### src/rtl/vproc_hazard_pkg.sv
// ============================================================================
//  Module      : vproc_hazard_pkg
//  Description : Shared types and constants for the vector-processor hazard
//                controller (FSM states, forwarding selects, defaults).
//  Revision    : 1.0 - initial release
// ============================================================================
`default_nettype none

package vproc_hazard_pkg;

  typedef enum logic {S_IDLE, S_VMEM} hz_state_t;

  localparam logic [1:0] FWD_RF = 2'b00;
  localparam logic [1:0] FWD_W  = 2'b01;
  localparam logic [1:0] FWD_M  = 2'b10;

  localparam int LANES_DEFAULT = 4;
  localparam int REG_W_DEFAULT = 4;

endpackage

`default_nettype wire

### src/rtl/vmem_beat_fsm.sv
// ============================================================================
//  Module      : vmem_beat_fsm
//  Description : Beat sequencer for multi-beat vector memory ops held in E.
//  Revision    : 1.0 - initial release
// ============================================================================
`default_nettype none

module vmem_beat_fsm
  import vproc_hazard_pkg::*;
#(
  parameter int LANES  = LANES_DEFAULT,
  parameter int BEAT_W = $clog2(LANES)
) (
  input  logic              clk,
  input  logic              rst,
  input  logic              i_vmem_start,
  output logic              o_vmem_stall,
  output logic [BEAT_W-1:0] o_vbeat,
  output logic              o_vmem_busy
);

  localparam logic [BEAT_W-1:0] c_LAST_BEAT = BEAT_W'(LANES - 1);

  hz_state_t         r_state;
  hz_state_t         w_state_nxt;
  logic [BEAT_W-1:0] r_beat;
  logic [BEAT_W-1:0] w_beat_nxt;

  always_ff @(posedge clk) begin
    if (rst) begin
      r_state <= S_IDLE;
      r_beat  <= '0;
    end else begin
      r_state <= w_state_nxt;
      r_beat  <= w_beat_nxt;
    end
  end

  // Beat 0 is spent in IDLE, so VMEM only covers beats 1..LANES-1.
  always_comb begin
    w_state_nxt  = r_state;
    w_beat_nxt   = r_beat;
    o_vmem_stall = 1'b0;
    o_vbeat      = '0;
    o_vmem_busy  = 1'b0;
    case (r_state)
      S_VMEM: begin
        o_vbeat     = r_beat;
        o_vmem_busy = 1'b1;
        if (r_beat != c_LAST_BEAT) begin
          o_vmem_stall = 1'b1;
          w_beat_nxt   = r_beat + BEAT_W'(1);
        end else begin
          w_state_nxt = S_IDLE;
          w_beat_nxt  = '0;
        end
      end
      default: begin
        if (i_vmem_start) begin
          o_vmem_stall = 1'b1;
          w_state_nxt  = S_VMEM;
          w_beat_nxt   = BEAT_W'(1);
        end
      end
    endcase
  end

endmodule

`default_nettype wire

### src/rtl/hazard_ctrl.sv
// ============================================================================
//  Module      : hazard_ctrl
//  Description : Stall/flush and E-stage forwarding control for the vector
//                processor pipeline, including multi-beat vector memory ops.
//  Revision    : 1.0 - initial release
// ============================================================================
`default_nettype none

module hazard_ctrl
  import vproc_hazard_pkg::*;
#(
  parameter int LANES = LANES_DEFAULT,
  parameter int REG_W = REG_W_DEFAULT
) (
  input  logic                     clk,
  input  logic                     rst,
  input  logic [REG_W-1:0]         rs1_D,
  input  logic [REG_W-1:0]         rs2_D,
  input  logic                     vect_D,
  input  logic [REG_W-1:0]         rs1_E,
  input  logic [REG_W-1:0]         rs2_E,
  input  logic [REG_W-1:0]         rd_E,
  input  logic                     vect_E,
  input  logic                     regmem_E,
  input  logic                     memw_E,
  input  logic                     regw_M,
  input  logic                     vect_M,
  input  logic [REG_W-1:0]         rd_M,
  input  logic                     regw_W,
  input  logic                     vect_W,
  input  logic [REG_W-1:0]         rd_W,
  input  logic                     branch_taken_E,
  output logic                     stall_F,
  output logic                     stall_D,
  output logic                     stall_E,
  output logic                     flush_D,
  output logic                     flush_E,
  output logic [1:0]               fwdA_E,
  output logic [1:0]               fwdB_E,
  output logic [$clog2(LANES)-1:0] vbeat,
  output logic                     vmem_busy
);

  localparam int BEAT_W = $clog2(LANES);

  // Scalar r0 is hard-wired zero, so it never creates a dependency.
  function automatic logic reg_match(input logic [REG_W-1:0] a, input logic va,
                                     input logic [REG_W-1:0] b, input logic vb);
    return (a == b) && (va == vb) && !((a == '0) && !va);
  endfunction

  logic              w_vmem_E;
  logic              w_vmem_stall;
  logic [BEAT_W-1:0] w_vbeat;
  logic              w_vmem_busy;
  logic              w_load_use;
  logic [1:0]        w_fwdA;
  logic [1:0]        w_fwdB;

  assign w_vmem_E = vect_E & (regmem_E | memw_E);

  vmem_beat_fsm #(
    .LANES  (LANES),
    .BEAT_W (BEAT_W)
  ) u_vmem_beat_fsm (
    .clk          (clk),
    .rst          (rst),
    .i_vmem_start (w_vmem_E),
    .o_vmem_stall (w_vmem_stall),
    .o_vbeat      (w_vbeat),
    .o_vmem_busy  (w_vmem_busy)
  );

  assign w_load_use = regmem_E & (reg_match(rd_E, vect_E, rs1_D, vect_D) |
                                  reg_match(rd_E, vect_E, rs2_D, vect_D));

  always_comb begin
    w_fwdA = FWD_RF;
    if (regw_M && reg_match(rd_M, vect_M, rs1_E, vect_E))      w_fwdA = FWD_M;
    else if (regw_W && reg_match(rd_W, vect_W, rs1_E, vect_E)) w_fwdA = FWD_W;
    w_fwdB = FWD_RF;
    if (regw_M && reg_match(rd_M, vect_M, rs2_E, vect_E))      w_fwdB = FWD_M;
    else if (regw_W && reg_match(rd_W, vect_W, rs2_E, vect_E)) w_fwdB = FWD_W;
  end

  // Priority: reset, then taken branch, then vmem hold, then load-use.
  always_comb begin
    stall_F   = 1'b0;
    stall_D   = 1'b0;
    stall_E   = 1'b0;
    flush_D   = 1'b0;
    flush_E   = 1'b0;
    fwdA_E    = FWD_RF;
    fwdB_E    = FWD_RF;
    vbeat     = '0;
    vmem_busy = 1'b0;
    if (!rst) begin
      fwdA_E    = w_fwdA;
      fwdB_E    = w_fwdB;
      vbeat     = w_vbeat;
      vmem_busy = w_vmem_busy;
      if (branch_taken_E) begin
        flush_D = 1'b1;
        flush_E = 1'b1;
      end else begin
        stall_E = w_vmem_stall;
        stall_F = w_vmem_stall | w_load_use;
        stall_D = w_vmem_stall | w_load_use;
        flush_E = w_load_use & ~w_vmem_stall;
      end
    end
  end

endmodule

`default_nettype wire

### config.mk
export PLATFORM = sky130hd
export DESIGN_NAME = hazard_ctrl
export DESIGN_NICKNAME = d
export VERILOG_FILES = /design/src/rtl/vproc_hazard_pkg.sv /design/src/rtl/vmem_beat_fsm.sv /design/src/rtl/hazard_ctrl.sv
export SDC_FILE = /design/constraint.sdc
export NUM_CORES = 1
export LEC_CHECK = 0
export CORE_MARGIN = 2
export CORE_UTILIZATION = 33
export DETAILED_ROUTE_END_ITERATION = 7
export GPL_TIMING_DRIVEN = 0
export PLACE_DENSITY_LB_ADDON = 0.2
export REMOVE_ABC_BUFFERS = 1
export SYNTH_ARGS = -nofsm -noshare
export SYNTH_HDL_FRONTEND = slang
export SYNTH_SLANG_ARGS = --single-unit
### constraint.sdc
create_clock -name clk -period 3 [get_ports clk]
set_input_delay 0.45 -clock clk [delete_from_list [all_inputs] [get_ports clk]]
set_output_delay 0.45 -clock clk [all_outputs]
set_load 0.05 [all_outputs]
==> impl_metrics.json, run 1 <==
{
  "status": "finished, final reports clean",
  "final_cells": 142,
  "r2r_start": "u_vmem_beat_fsm.r_beat[0]",
  "timing.fmax_mhz": 345,
  "hold_class": "flip-flop to flip-flop",
  "grt_use_total_pct": 16.6,
  "p_leak_nw": 0.444,
  "hpwlAfterDp_um": 1510,
  "switching_share_pct": 34.6,
  "rr_worst_depth": 4,
  "viasPerCell": 5.01,
  "dieHeight_um": 46.0,
  "numCtsBuffers": 3,
  "grt_overflow": 0,
  "fin_skew_ps": 4.01,
  "drt_iter0_drc": 8,
  "drtPass1Iterations": 4,
  "hold_viol": 0,
  "start_util_pct": 34.5,
  "wirelength_um": 1680,
  "rsz0062_at_grt": "no",
  "synth.top_cell.area_share_pct": 25.5,
  "crit_path_start": "rd_M[0]",
  "design_power_total_w": 0.000270,
  "finalSetupViolCount": 0,
  "crit_chain": "clkdlybuf4s50_1, or4_4, o211ai_4, nor2_2, nor3_2, clkdlybuf4s15_1",
  "vias": 712,
  "placement.io_buffers": 50,
  "clockBufferDepth": 2,
  "slew_headroom_pct": 65.9,
  "drive_gt1_share_pct": 7.20,
  "worst-path-buf-inv": 2,
  "cts-hold-fix-buffers": 0,
  "core_um2": 1690,
  "first_global_vias": 636,
  "p_seq_share_pct": 17.3,
  "syn_area_um2": 583,
  "nets": 166,
  "final_area_um2": 1110,
  "cts_root_buf": "clkbuf_4",
  "cts_sinks": 3,
  "syn_inst": 74,
  "gp_congestion": 0.770,
  "path_depth": 6,
  "ff2ff_setup_slack_ps": 2000,
  "dp_cells": 138,
  "min_period_over_period_pct": 96.7,
  "synth_cell_types": 28,
  "cts.clk_slew.worst_paths_ps": 40,
  "arrival_ps": 2450,
  "fillers": 155,
  "wl_per_cell_um": 11.8,
  "h-tree-depth": 1,
  "power_density_nw_per_um2": 243,
  "p_sw_w": 0.0000935,
  "dieArea_um2": 2120,
  "vdd.ir_drop.worst_mv": 0.118,
  "setup_tns_ps": 0,
  "ioPinCount": 51,
  "utilization_pct": 65.9,
  "grt_max_degree": 11,
  "tightest_slew_ps": 511,
  "yosysTopAreaCell": "xnor2_1",
  "cap_violations": 0,
  "synth-seq-area-share_pct": 10.3,
  "crit_fanout": 4,
  "path_class": "input pin to output port",
  "synth-seq-cells": 3,
  "rows": 15,
  "die_w_um": 46.0,
  "antenna_found_initial": 0,
  "n_antenna_cell": 0,
  "p_int_w": 0.000177,
  "clock_latency_ps": 230,
  "final_max_slew_viol_count": 0,
  "crit_slowest_cell": "or4_4",
  "endpoint": "fwdB_E[0]",
  "drtAntennaViolNets": 0,
  "period_needed_ps": 2900,
  "worstReg2RegEnd": "u_vmem_beat_fsm.r_state",
  "avgSynthCellArea_um2": 7.88,
  "layout_common_cells": "clkdlybuf4s50_1 (42), xnor2_1 (17), xor2_1 (8)",
  "ys_warn_count": 0,
  "async_flop_share_pct": 0,
  "areaGrowthSynthToFinish_pct": 91.0,
  "cpPeakStageDelay_ps": 570,
  "crit_required_ps": 2550,
  "combPwrFrac_pct": 56.2,
  "layout_commonest_cell": "clkdlybuf4s50_1",
  "crit_family": "buffers and inverters",
  "crit_path_end_kind": "output port",
  "dpl_cell_area_um2": 1090,
  "synth_flop_cell": "dfxtp_1",
  "clkPwrFrac_pct": 26.4,
  "synthTopCellsByArea": "xnor2_1 (26%), xor2_1 (12%), dfxtp_1 (10%), o41ai_1 (4.5%), o211ai_4 (3.6%)",
  "cts_tree": "built",
  "drc_errors": 0,
  "synth_edf_count": 0,
  "crit_path_start_kind": "input pin",
  "grt_pass1_wl_um": 2530
}
## worst min-delay path by stage
| stage | startpoint | to | slack, ps | cells past startpoint |
|---|---|---|---|---|
| after floorplan | u_vmem_beat_fsm.r_state | u_vmem_beat_fsm.r_beat[1] | 470 | 2 |
| after global placement | u_vmem_beat_fsm.r_beat[1] | u_vmem_beat_fsm.r_beat[1] | 490 | 2 |
| after detailed placement | u_vmem_beat_fsm.r_state | u_vmem_beat_fsm.r_beat[1] | 500 | 2 |
| after CTS | u_vmem_beat_fsm.r_state | u_vmem_beat_fsm.r_beat[1] | 510 | 2 |
| after global routing | u_vmem_beat_fsm.r_beat[1] | u_vmem_beat_fsm.r_beat[1] | 520 | 2 |
| final | u_vmem_beat_fsm.r_state | u_vmem_beat_fsm.r_beat[1] | 510 | 2 |
## power groups by stage
stage               combinational [W]  sequential (W)  clock [W]
floorplan                   0.0000728       0.0000467          0
global placement             0.000152       0.0000473          0
detailed placement           0.000155       0.0000475          0
global route                 0.000163       0.0000477  0.0000791
CTS                          0.000154       0.0000468  0.0000723
finish                       0.000152       0.0000469  0.0000715
## what timing repair did
item	in CTS	in global routing
endpoints found under the hold margin	0	0
setup buffers	0	0
gates resized for setup	12	6
setup endpoints to repair	6	6
cloned	0	0
## Yosys cell counts (all sizes together) (3+ instances only)
master / instances
nor3: 4
nor2: 4
nand2b: 3
o21ai: 3
xor2: 8
dfxtp: 3
nor2b: 3
nor4: 3
inv: 3
nand4: 3
o41ai: 3
xnor2: 17
## registers in the layout, summed over array words and instances, names as in the netlist
signal and flops:
u_vmem_beat_fsm.r_state 1, u_vmem_beat_fsm.r_beat 2
## per-layer routing
layer  vias up  global-route usage (%)  wire, um
li1        368                       -         -
met1       314                    18.1       618
met2        30                    31.1       958
met3         0                    3.57       104
met4         0                    5.14         0
met5         -                       0         0
## area by class of cell
type	instances	area (um^2)	area share (%)
Timing Repair Buffer	50	499	44.8
Multi-Input combinational cell	65	495	44.5
Sequential cell	3	60.1	5.39
Clock buffer	4	26.3	2.36
Tap cell	17	21.3	1.91
Inverter	3	11.3	1.01
## worst register-to-register path, cell delays in order (launching register included)
cell and delay (ps):
dfxtp_1 320, ha_1 190, nand2b_1 150, o21ai_1 130, nor2b_1 150
## per-stage QoR
step	hold slack (ps)	setup slack, ps
2_1_floorplan	467	-1510
3_3_place_gp	490	-341
3_5_place_dp	499	-316
4_1_cts	507	14.7
5_1_grt	523	7.04
6_report	509	98.7
## logic make-up after synthesis
kind of cell               Yosys count  share of synthesized area [%]
DFF                                  3                           10.3
AOI/OAI and AO/OA                   12                           17.0
xor gates and xnor gates            25                           37.6
adders and majority gates            1                           2.15
and+or+nand+nor                     27                           28.3
buffers and inverters                6                           4.72
Note: power is estimated with default switching activity, not from simulation.
==> run 2, diff against run 1 <==
Settings changed: SKIP_CTS_REPAIR_TIMING from default to 1.
==> run 2 against run 1 <==
- global-route usage decreased by 0.080 points
- register-to-register slack about the same
- clock skew unchanged
- sequential share of layout area about the same
- first-iteration DRC count unchanged
- via count unchanged
- largest cell class unchanged
==> impl_metrics.json, run 2 (same netlist as run 1, synthesis figures left out) <==
{
  "status": "finished, final reports clean",
  "r2r_start": "u_vmem_beat_fsm.r_beat[0]",
  "largest_register_ffs": 2,
  "rsz0062_at_grt": "no",
  "h-tree-depth": 1,
  "cpPeakStageDelay_ps": 570,
  "placement.io_buffers": 50,
  "grt_use_total_pct": 16.5,
  "areaGrowthSynthToFinish_pct": 92.1,
  "worst-path-buf-inv": 2,
  "grt-busiest-layer": "met2",
  "viasPerCell": 5.01,
  "min_period_over_period_pct": 93.9,
  "timing.fmax_mhz": 355,
  "cts.clk_slew.worst_paths_ps": 40,
  "drtAntennaViolNets": 0,
  "cts_root_buf": "clkbuf_4",
  "grt_util_met1_pct": 18.1,
  "core_um2": 1690,
  "fin_skew_ps": 4.01,
  "dieArea_um2": 2120,
  "hold_class": "flip-flop to flip-flop",
  "ff2ff_setup_slack_ps": 2000,
  "crit_family": "buffers and inverters",
  "cts_tree": "built",
  "numCtsBuffers": 3,
  "clockBufferDepth": 2,
  "fillers": 157,
  "finalSetupViolCount": 0,
  "slew_headroom_pct": 65.9,
  "nets": 166,
  "drc_errors": 0,
  "design_power_total_w": 0.000271,
  "wirelength_um": 1690,
  "start_util_pct": 34.5,
  "vdd.ir_drop.worst_mv": 0.118,
  "crit_path_start_kind": "input pin",
  "drtPass1Iterations": 4,
  "regMostFlops": "u_vmem_beat_fsm.r_beat",
  "utilization_pct": 66.3,
  "power_density_nw_per_um2": 242,
  "dp_cells": 138,
  "cap_violations": 0,
  "period_needed_ps": 2820,
  "path_class": "input pin to output port",
  "layout_commonest_cell": "clkdlybuf4s50_1",
  "whs_path_depth": 2,
  "multi_input_area_um2": 495,
  "gp_congestion": 0.770,
  "grt_max_degree": 11,
  "min_from": "u_vmem_beat_fsm.r_state",
  "die_w_um": 46.0,
  "met2_usage_pct": 30.8,
  "largestRegisters": "u_vmem_beat_fsm.r_beat (2), u_vmem_beat_fsm.r_state (1)",
  "crit_slowest_cell": "or4_4",
  "hold_viol": 0,
  "ioPinCount": 51,
  "drive_gt1_share_pct": 7.20,
  "final_max_slew_viol_count": 0,
  "crit_path_end_kind": "output port",
  "grt_overflow": 0,
  "crit_chain": "clkdlybuf4s50_1, or4_4, o211ai_4, nor2_2, nor3_2, dlymetal6s2s_1",
  "rows": 15,
  "grt_pass1_wl_um": 2520,
  "hpwlAfterDp_um": 1510,
  "arrival_ps": 2370,
  "seq_area_um2": 60.1,
  "p_leak_nw": 0.501,
  "tightest_slew_ps": 511,
  "clock_latency_ps": 230,
  "first_global_vias": 630,
  "wl_per_cell_um": 11.9,
  "dieHeight_um": 46.0,
  "vias": 712,
  "crit_fanout": 4,
  "layout_common_cells": "clkdlybuf4s50_1 (42), xnor2_1 (17), xor2_1 (8), dlymetal6s2s_1 (6)",
  "setup_tns_ps": 0,
  "n_antenna_cell": 0,
  "min_to": "u_vmem_beat_fsm.r_beat[1]",
  "antenna_found_initial": 0,
  "cts_sinks": 3,
  "final_cells": 142,
  "holdWs_ps": 509,
  "worstReg2RegEnd": "u_vmem_beat_fsm.r_state",
  "rr_worst_depth": 4,
  "grtUsageMet3_pct": 3.57,
  "drt_iter0_drc": 8,
  "crit_required_ps": 2550
}
[run 2: cell type report]
type                       count  area share (%)
tap                           17            1.90
inverter                       3            1.01
sequential                     3            5.36
timing repair buffer          50            45.1
clock buffer                   4            2.35
multi-input combinational     65            44.2
[run 2: worst register-to-register path: stages, from the launching register on]
cell,delay (ps)
dfxtp_1,320
ha_1,190
nand2b_1,150
o21ai_1,130
nor2b_1,150
[run 2: how the worst max path moves through the flow]
stage	cells after the start	end	from
3_5_place_dp	6	stall_F	vect_E
3_3_place_gp	6	stall_D	vect_E
5_1_grt	6	stall_D	rd_E[1]
6_report	6	fwdB_E[0]	rd_M[0]
2_1_floorplan	4	stall_D	rs1_D[1]
4_1_cts	6	stall_F	vect_E
[run 2: through the flow]
stage                     area (um^2)  setup WS (ps)
after floorplan                   567          -1510
after global placement           1090           -341
after detailed placement         1090           -316
after CTS                        1110           -340
after global routing             1120           77.0
final                            1120            183
[run 2: report_power, final]
part | switching, W | internal (W)
logic | 0.0000685 | 0.0000838
clock network | 0.0000216 | 0.0000499
registers | 0.00000340 | 0.0000435
[run 2: metal layers]
metal	wire length, um	up-vias	part of all wire, %
li1	-	368	-
met1	616	314	36
met2	961	30	57
met3	113	0	6.7
met4	0	0	0
met5	0	-	0
